===== src/rtl/bus6809_master.sv =====
`default_nettype none
// +------------------------------------------------------------------------+
// | bus6809_master: command-driven 6809 bus master generating E/Q clocks;  |
// | BUS6809_HALT_EN adds halt_n/ba.                     Revision 1.0       |
// +------------------------------------------------------------------------+
module bus6809_master #(
    parameter int QUARTER_DIV = 4
) (
    input  logic        sys_clk,
    input  logic        reset_n,
    input  logic        cmd_valid,
    output logic        cmd_ready,
    input  logic        cmd_we,
    input  logic [15:0] cmd_addr,
    input  logic [7:0]  cmd_wdata,
    output logic        rsp_valid,
    output logic [7:0]  rsp_rdata,
    output logic        E,
    output logic        Q,
    output logic [15:0] A,
    output logic        RW_n,
    input  logic [7:0]  d_in,
    output logic [7:0]  d_out,
    output logic        d_oe
`ifdef BUS6809_HALT_EN
    ,
    input  logic        halt_n,
    output logic        ba
`endif
);

    localparam logic [7:0] c_QLAST = 8'(QUARTER_DIV - 1);

    typedef enum logic [1:0] {
        PH0 = 2'd0,
        PH1 = 2'd1,
        PH2 = 2'd2,
        PH3 = 2'd3
    } phase_t;

    phase_t      r_phase;
    phase_t      w_phase_nxt;
    logic [7:0]  r_qcnt;
    logic [7:0]  w_qcnt_nxt;
    logic        w_qend;
    logic        w_last;
    logic        w_run;
    logic        w_accept;

    logic        r_e;
    logic        r_q;
    logic [15:0] r_a;
    logic        r_rw_n;
    logic [7:0]  r_d_out;
    logic        r_d_oe;
    logic        r_rsp_valid;
    logic [7:0]  r_rsp_rdata;
    logic        r_busy;

`ifdef BUS6809_HALT_EN
    logic        r_ba;
    assign w_run = halt_n;
    assign ba    = r_ba;
`else
    assign w_run = 1'b1;
`endif

    assign w_qend    = (r_qcnt == c_QLAST);
    assign w_last    = w_qend && (r_phase == PH3);
    assign cmd_ready = w_last && reset_n && w_run;
    assign w_accept  = cmd_valid && cmd_ready;

    always_comb begin
        w_phase_nxt = r_phase;
        w_qcnt_nxt  = r_qcnt + 8'd1;
        if (w_qend) begin
            w_qcnt_nxt = 8'd0;
            case (r_phase)
                PH0:     w_phase_nxt = PH1;
                PH1:     w_phase_nxt = PH2;
                PH2:     w_phase_nxt = PH3;
                default: w_phase_nxt = PH0;
            endcase
        end
    end

    always_ff @(posedge sys_clk or negedge reset_n) begin
        if (!reset_n) begin
            r_phase <= PH0;
            r_qcnt  <= 8'd0;
        end else begin
            r_phase <= w_phase_nxt;
            r_qcnt  <= w_qcnt_nxt;
        end
    end

    // Bus outputs are registered on the next-phase value so they line up with the counters.
    always_ff @(posedge sys_clk or negedge reset_n) begin
        if (!reset_n) begin
            r_e         <= 1'b0;
            r_q         <= 1'b0;
            r_a         <= 16'hFFFF;
            r_rw_n      <= 1'b1;
            r_d_out     <= 8'd0;
            r_d_oe      <= 1'b0;
            r_rsp_valid <= 1'b0;
            r_rsp_rdata <= 8'd0;
            r_busy      <= 1'b0;
        end else begin
            r_e         <= (w_phase_nxt == PH2) || (w_phase_nxt == PH3);
            r_q         <= (w_phase_nxt == PH1) || (w_phase_nxt == PH2);
            r_rsp_valid <= 1'b0;
            if (w_last) begin
                r_d_oe <= 1'b0;
                if (r_busy) begin
                    r_rsp_valid <= 1'b1;
                    if (r_rw_n) begin
                        r_rsp_rdata <= d_in;
                    end
                end
                if (w_accept) begin
                    r_busy <= 1'b1;
                    r_a    <= cmd_addr;
                    r_rw_n <= ~cmd_we;
                    if (cmd_we) begin
                        r_d_out <= cmd_wdata;
                    end
                end else begin
                    r_busy <= 1'b0;
                    r_a    <= 16'hFFFF;
                    r_rw_n <= 1'b1;
                end
            end else if (w_qend && (r_phase == PH0) && r_busy && !r_rw_n) begin
                r_d_oe <= 1'b1;
            end
        end
    end

`ifdef BUS6809_HALT_EN
    always_ff @(posedge sys_clk or negedge reset_n) begin
        if (!reset_n) begin
            r_ba <= 1'b0;
        end else if (w_last) begin
            r_ba <= ~halt_n;
        end
    end
`endif

    assign E         = r_e;
    assign Q         = r_q;
    assign A         = r_a;
    assign RW_n      = r_rw_n;
    assign d_out     = r_d_out;
    assign d_oe      = r_d_oe;
    assign rsp_valid = r_rsp_valid;
    assign rsp_rdata = r_rsp_rdata;

endmodule
`default_nettype wire


===== config.mk =====
export PLATFORM = sky130hd
export DESIGN_NAME = bus6809_master
export DESIGN_NICKNAME = d
export VERILOG_FILES = /design/src/rtl/bus6809_master.sv
export SDC_FILE = /design/constraint.sdc
export NUM_CORES = 1
export LEC_CHECK = 0
export BUFFER_PORTS_ARGS = -buffer_cell sky130_fd_sc_hd__buf_2
export CAP_MARGIN = 5
export CORE_MARGIN = 10
export CORE_UTILIZATION = 49
export DETAILED_ROUTE_END_ITERATION = 6
export PLACE_DENSITY_LB_ADDON = 0.15
export REMOVE_ABC_BUFFERS = 1
export SLEW_MARGIN = 20
export SYNTH_ARGS = -nofsm -noshare
export SYNTH_HDL_FRONTEND = slang
export SYNTH_SLANG_ARGS = --single-unit

===== constraint.sdc =====
create_clock -name sys_clk -period 2.85 [get_ports sys_clk]
set_clock_uncertainty 0.2 [all_clocks]
set_input_delay 0.285 -clock sys_clk [delete_from_list [all_inputs] [get_ports sys_clk]]
set_output_delay 0.285 -clock sys_clk [all_outputs]
set_load 0.02 [all_outputs]

# == Word-level counts from Yosys, hierarchy flattened ==
# Index checks and enable logic that the tools add are counted.
# totals
ff_bits,48
latchBits,0
ramBits,0
mem_bits_ro,0
inputBits,36
memories,0
# op_classes
add_sub_neg,1
mul,0
div,0
order_cmp,0
eq_ne,7
shifts,0
mux,10
bitwise,1
reduce_logical,13
# ops
op,count
16-bit 2-to-1 mux,1
"8-bit by 1-bit adder with 8-bit output, second input constant",1
"2-bit == test, second input constant",4
"8-bit by 2-bit == test with 1-bit output, second input constant",1
8-bit 2-to-1 mux,1
1-bit logical AND,6
1-bit 2-to-1 mux,6
2-bit case mux with 3 select lines,1
3-bit AND reduction,2
"2-bit by 1-bit == test with 1-bit output, second input constant",2
2-bit zero test,1
1-bit logical OR,2
2-bit 2-to-1 mux,1
2-bit nonzero test,1
1-bit zero test,1
1-bit inverter,1

# == Depth between registers and ports, before layout ==
# Gate-level depths: netlist (run 1).
# logic_depth
depth_word,6
depth_mapped,7
depth_no_buf,6

# == Least setup slack after synthesis (run 1) ==
# No wires, ideal clock.
# synth_path
path_type,reg2reg
start,reg r_qcnt[0]
end,"reg r_e, in the netlist E"
setup_ns,0.126
t_arrival_ns,1.842
setup_slack_ns,0.682
stages_incl_launch_ff,8
n_path_buf,1
synth_period_minus_slack_ns,2.168
path_cell_list,dfrtp_1 -> ha_1 -> nor4b_4 -> and2_0 -> buf_2 -> o21ai_0 -> ha_1 -> a311o_1
# synth_via
elab_chain_cells,4
elab_cells_between_ends,5
classes_between,eq/ne (3); mux (1); reduce/logical (1)
# synth_lines
element,line,text
"start, declared",43,logic [7:0] r_qcnt;
"start signal, assigned",93,r_qcnt <= w_qcnt_nxt;
8-bit by 2-bit == test with 1-bit output *,68,assign w_qend = (r_qcnt == c_QLAST);
2-bit 2-to-1 mux *,76,if (w_qend) begin
named net w_phase_nxt[1],42,phase_t w_phase_nxt;
2-bit == test,110,r_e <= (w_phase_nxt == PH2) || (w_phase_nxt == PH3);
1-bit logical OR *,110,
"end signal, assigned",110,
"end, declared",50,logic r_e;
# The timed path passes the listed nets; every way through them passes the cells marked *.
# A chain may end at the register's enable or synchronous reset.

# == Worst setup path after layout (run 1) ==
# layout_path
start,reg r_qcnt[2]
end,out cmd_ready
# layout_via
elab_chain_cells,3
# layout_lines
element,line,text
8-bit by 2-bit == test with 1-bit output,68,
1-bit logical AND,69,assign w_last = w_qend && (r_phase == PH3);
1-bit logical AND,70,assign cmd_ready = w_last && reset_n && w_run;
"end, declared",12,"output logic cmd_ready,"
# Every way passes these cells.

==> flow_summary.json, run 1 <==
{
  "synthFlopType": "dfrtp_1",
  "final_common_cell": "buf_2",
  "hp-start": "d_in[6]",
  "drc": 0,
  "hold_depth": 2,
  "grt_use_total_pct": 12.8,
  "vias_per_cell": 5.15,
  "syn_inst": 167,
  "crit_required_ns": 2.37,
  "cts_max_path_buffers": 2,
  "finalCritPeriodShare_pct": 81.5,
  "slew_violations": 0,
  "power.leakage_nw": 1.37,
  "min_path_type": "input port to flop",
  "crit_type": "flop to output pin",
  "top_level_ports": 74,
  "clock_latency_ns": 0.30,
  "io_buffers": 73,
  "timing.critical_path.buf_inv": 3,
  "async_flop_share_pct": 100,
  "grt_pass1_wl_um": 7660,
  "reg2reg_depth": 6,
  "critPathTopFamily": "buffers and inverters",
  "p_total_mw": 1.36,
  "crit_top_cell": "buf_4",
  "cts_setup_buffers": 0,
  "h-tree-depth": 2,
  "ir_drop_mv": 0.332,
  "antenna_found_initial": 0,
  "crit_arrival_ns": 1.84,
  "powerDensity_nw_per_um2": 516,
  "area_delta_synth_final_pct": 26.4,
  "fin_crit_ns": 2.32,
  "maxCapViolations": 0,
  "drtIter0Drc": 85,
  "nets": 287,
  "grt_max_degree": 33,
  "cp_slowest_cell": "dfrtp_1",
  "ctsRootBufferMaster": "clkbuf_8",
  "worstSetupStartpoint": "r_qcnt[2]",
  "holdWs_ns": 0.0183,
  "layout_common_cells": "buf_2, dfrtp_1, inv_1",
  "synth_cell_types": 32,
  "cts_sinks": 48,
  "drive_above_1_share_pct": 50.2,
  "yosysWarnings": 0,
  "critPathMaxFanout": 13,
  "setup_viol": 0,
  "hpwl_um": 3580,
  "endpoint_kind": "output pin",
  "die_y_um": 85.4,
  "overflow": 0,
  "rsz0062_at_grt": "no",
  "wire_per_inst_um": 15.5,
  "rows": 23,
  "fmax_mhz": 431,
  "synth-seq-cells": 48,
  "finalWirelength_um": 4620,
  "path_cells": "nor4b_4 > buf_4 > buf_4 > and3_1 > buf_2",
  "netlist_area_um2": 2090,
  "core_region_area_um2": 4060,
  "reg2reg_slack_ns": 0.71,
  "diodes": 0,
  "status": "finished clean",
  "drtPass1Iterations": 4,
  "tns_ns": 0,
  "die-area_um2": 7290,
  "tightest_slew_ns": 0.523,
  "via_count": 1529,
  "finalHoldViolations": 0,
  "antenna_left": 0,
  "initial_core_util_pct": 51.6,
  "clk_pin_slew_worst_paths_ns": 0.08,
  "synth_edf_count": 0,
  "yosysSeqAreaShare_pct": 58.4,
  "place_congestion": 0.805,
  "numCtsBuffers": 5,
  "slew-limit-headroom_pct": 65.0,
  "cpPeakStageDelay_ns": 0.47,
  "reg2reg_to": "A[2]",
  "hold_end": "rsp_rdata[6]",
  "cts_tree": "done",
  "die_x_um": 85.4,
  "grt_pass1_vias": 1641,
  "startpoint_type": "flop",
  "r2r_start": "r_qcnt[0]",
  "syn_avg_cell_area_um2": 12.5
}
[cells by family after synthesis]
| logic type | count (synthesis) | share of synthesized area (%) |
|---|---|---|
| and+or+nand+nor | 23 | 9.09 |
| xor gates and xnor gates | 6 | 2.51 |
| muxes | 17 | 9.09 |
| adders and majority gates | 5 | 2.99 |
| DFF | 48 | 58.4 |
| AOI/OAI and AO/OA | 40 | 12.1 |
| buffers and inverters | 28 | 5.80 |
[synthesized netlist by cell type (2+ instances only)]
cell type	number	area (µm²)
xnor2_1	5	43.8
dfrtp_1	31	776
a21oi_1	2	10.0
buf_4	3	22.5
ha_1	5	62.6
mux2_2	16	180
nor4b_4	2	47.6
nor2_1	3	11.3
dfstp_2	17	447
buf_2	4	20.0
o21ai_0	16	80.1
o211ai_1	16	120
inv_1	20	75.1
nand3_1	5	25.0
and3_1	5	31.3
[per-stage QoR]
step	instance area (µm²)	util [%]	std cells	setup slack, ns
2_1_floorplan	2050	-	159	0.245
3_3_place_gp	2520	62.1	288	0.777
3_5_place_dp	2520	62.1	288	0.700
4_1_cts	2650	65.2	297	0.529
5_1_grt	2650	65.2	297	0.425
6_report	2650	65.2	297	0.528
[layer usage]
layer,global-route usage (%),vias up,wire length (µm)
met5,0,-,0
met3,8.03,11,575
met4,4.19,0,80
met1,14.3,711,1910
met2,19.6,68,2060
li1,-,739,-
[registers in the layout, summed over array words and instances (netlist names)]
name       cells
A             16
E              1
Q              1
RW_n           1
d_oe           1
d_out          8
r_busy         1
r_phase        2
r_qcnt         8
rsp_rdata      8
rsp_valid      1
[power breakdown]
group,total [mW],switching [mW],internal [mW]
registers,0.732,0.0146,0.717
clock network,0.495,0.213,0.282
logic,0.138,0.0823,0.0555
[layout make-up]
| class | count | area [µm²] |
|---|---|---|
| Clock inverter | 2 | 33.8 |
| Clock buffer | 6 | 82.6 |
| Multi-Input combinational cell | 91 | 749 |
| Tap cell | 50 | 62.6 |
| Inverter | 20 | 75.1 |
| Timing Repair Buffer | 80 | 420 |
| Fill cell | 324 | 1410 |
| Sequential cell | 48 | 1220 |
[what timing repair did]
action / in CTS / in global routing
hold buffers: 1 / 0
endpoints found under the hold margin: 16 / 0
resized for setup: 0 / 0
[worst reg2reg max path: cells and delay by family (launching register included)]
family	cells	cell delay, ns
and+or+nand+nor	2	0.65
buffers and inverters	2	0.55
DFF	1	0.37
adders and majority gates	1	0.23
AOI/OAI and AO/OA	1	0.08
[how the worst max path moves through the flow]
| stage | to | cells past startpoint |
|---|---|---|
| 2_1_floorplan | E | 6 |
| 3_3_place_gp | d_oe | 6 |
| 3_5_place_dp | A[8] | 6 |
| 4_1_cts | cmd_ready | 5 |
| 5_1_grt | cmd_ready | 5 |
| 6_report | cmd_ready | 5 |
Note: power is estimated with default switching activity, not from simulation.
==> run 2: changes to the inputs <==
--- a/config.mk
+++ b/config.mk
@@ -8,7 +8,7 @@
 export BUFFER_PORTS_ARGS = -buffer_cell sky130_fd_sc_hd__buf_2
 export CAP_MARGIN = 5
 export CORE_MARGIN = 10
-export CORE_UTILIZATION = 49
+export CORE_UTILIZATION = 44
 export DETAILED_ROUTE_END_ITERATION = 6
 export PLACE_DENSITY_LB_ADDON = 0.15
 export REMOVE_ABC_BUFFERS = 1
==> constraint.sdc (replaced) <==
create_clock -name sys_clk -period 1.9 [get_ports sys_clk]
set_clock_uncertainty 0.2 [all_clocks]
set_input_delay 0.19 -clock sys_clk [delete_from_list [all_inputs] [get_ports sys_clk]]
set_output_delay 0.19 -clock sys_clk [all_outputs]
set_load 0.02 [all_outputs]
==> run 2 against run 1 <==
Effect of this change:
- the run now ends with setup timing left
- critical path depth stayed put
- sequential cell count unchanged
- clock power up 35%
- non-clock buffer count is 49 higher
- largest cell class unchanged
- final cell count grew 18%
- cell area rose by 21%
- register-to-register slack lost 0.75 ns
- global-route usage grew 1.1 points
- die area is 8.6% higher
- sequential share of layout area shrank 8.1 points
==> flow_summary.json, run 2 (synthesized netlist as in run 1, its figures left out) <==
{
  "status": "finished, violations left",
  "failed_checks": "setup timing",
  "r2r_start": "r_qcnt[0]",
  "drtIter0Drc": 93,
  "rsz0062_at_grt": "yes",
  "numCtsBuffers": 5,
  "reg2reg_to": "rsp_rdata[6]",
  "p_int_mw": 1.54,
  "slew-limit-headroom_pct": 60.6,
  "die_y_um": 89.0,
  "antenna_left": 0,
  "finish.utilization_pct": 68.9,
  "crit_required_ns": 1.51,
  "crit_top_cell": "buf_6",
  "timing.critical_path.buf_inv": 2,
  "maxCapViolations": 0,
  "critPathMaxFanout": 3,
  "final_common_cell": "buf_2",
  "slew_violations": 0,
  "cts_sinks": 48,
  "drc": 0,
  "grt_pass1_vias": 1799,
  "fmax_mhz": 514,
  "place_congestion": 0.728,
  "via_count": 1690,
  "wire_per_inst_um": 15.3,
  "drtPass1Iterations": 4,
  "grt_use_total_pct": 13.9,
  "p_seq_share_pct": 54.2,
  "crit_type": "flop to output pin",
  "cp_slowest_cell": "dfrtp_1",
  "comb_power_share_pct": 12.8,
  "nets": 337,
  "ff_latch_area_um2": 1220,
  "layout_common_cells": "buf_2, dlygate4sd3_1, dfrtp_1",
  "critPathTopFamily": "simple AND/OR/NAND/NOR gates",
  "clock_latency_ns": 0.29,
  "initial_core_util_pct": 44.9,
  "ctsRootBufferMaster": "clkbuf_8",
  "startpoint_type": "flop",
  "top_level_ports": 74,
  "io_buffers": 73,
  "cts_max_path_buffers": 2,
  "hpwl_um": 3500,
  "area_delta_synth_final_pct": 53.4,
  "clkPwrFrac_pct": 33.0,
  "finalHoldViolations": 0,
  "fillerInstances": 337,
  "tightest_slew_ns": 0.590,
  "core_region_area_um2": 4660,
  "fin_crit_ns": 1.95,
  "grt_max_degree": 40,
  "diodes": 0,
  "multi_input_area_um2": 786,
  "endpoint_kind": "output pin",
  "worst_slack_ns": -0.0459,
  "reg2reg_slack_ns": -0.04,
  "switching_share_pct": 24.2,
  "min_path_type": "input port to async pin",
  "die_x_um": 89.0,
  "overflow": 0,
  "setup_viol": 9,
  "ir_drop_mv": 0.454,
  "cpPeakStageDelay_ns": 0.37,
  "clk_pin_slew_worst_paths_ns": 0.09,
  "largest_reg_flops": 16,
  "reg2reg_depth": 6,
  "powerDensity_nw_per_um2": 631,
  "p_sw_mw": 0.490,
  "finalCritPeriodShare_pct": 102,
  "antenna_found_initial": 0,
  "cts_tree": "done",
  "dp_slack_ns": -0.0731,
  "grt_pass1_wl_um": 8700,
  "vias_per_cell": 4.81,
  "rows": 25,
  "power.leakage_nw": 1.61,
  "drive_above_1_share_pct": 50.2,
  "worstSetupStartpoint": "r_qcnt[0]",
  "die-area_um2": 7920,
  "h-tree-depth": 2,
  "finalWirelength_um": 5380,
  "crit_arrival_ns": 1.56,
  "path_cells": "ha_2 > nor4b_4 > buf_6 > and3_4 > buf_6"
}
## run 2: repair_timing
item,CTS,global route
cloned,1,2
hold endpoints to repair,67,0
gates resized for setup,5,11
pin swaps,2,2
hold buffers,33,0
buffers inserted,6,2
setup endpoints to repair,8,37
## run 2: worst register-to-register path, cell delays in order (launching register included)
cell     delay, ns
dfrtp_1       0.37
ha_2          0.18
nor4b_4       0.27
buf_6         0.16
buf_4         0.16
nand4_4       0.16
mux2_2        0.33
## run 2: worst max path at each step
stage	to	slack (ns)	cells past startpoint
4_1_cts	E	-0.06	6
5_1_grt	cmd_ready	-0.15	5
2_1_floorplan	E	-0.70	6
6_report	cmd_ready	-0.05	5
3_5_place_dp	E	-0.07	6
3_3_place_gp	E	0.003	6
## run 2: layout make-up
cell class / instances / area share (%)
sequential: 48 / 38.1
inverter: 20 / 2.34
timing repair buffer: 129 / 29.9
multi-input combinational: 92 / 24.5
clock buffer: 8 / 3.12
tap: 54 / 2.10
## run 2: power by group through the flow
stage / Clock (mW) / Sequential (mW) / Combinational, mW
finish: 0.668 / 1.10 / 0.260
global route: 0.728 / 1.10 / 0.286
CTS: 0.683 / 1.10 / 0.262
detailed placement: 0 / 1.12 / 0.209
global placement: 0 / 1.11 / 0.209
floorplan: 0 / 1.17 / 0.0403
## run 2: through the flow
step	setup TNS (ns)	power, mW	std cells	hold slack (ns)	cell area (µm²)
after CTS	-0.134	2.04	347	0.175	3120
after global placement	0	1.32	299	-0.0551	2590
final	-0.221	2.03	351	0.165	3210
after floorplan	-15.00	1.21	159	-0.306	2050
after global routing	-2.74	2.12	351	0.178	3210
after detailed placement	-0.0966	1.32	299	-0.0561	2590
## run 2: routing by layer
metal	wire length, µm	global-route usage [%]	up-vias	part of all wire (%)
met2	2510	22.3	57	47
li1	-	-	839	-
met1	2300	16.8	790	43
met4	28	2.60	0	0.52
met5	0	0	-	0
met3	529	6.56	4	9.8
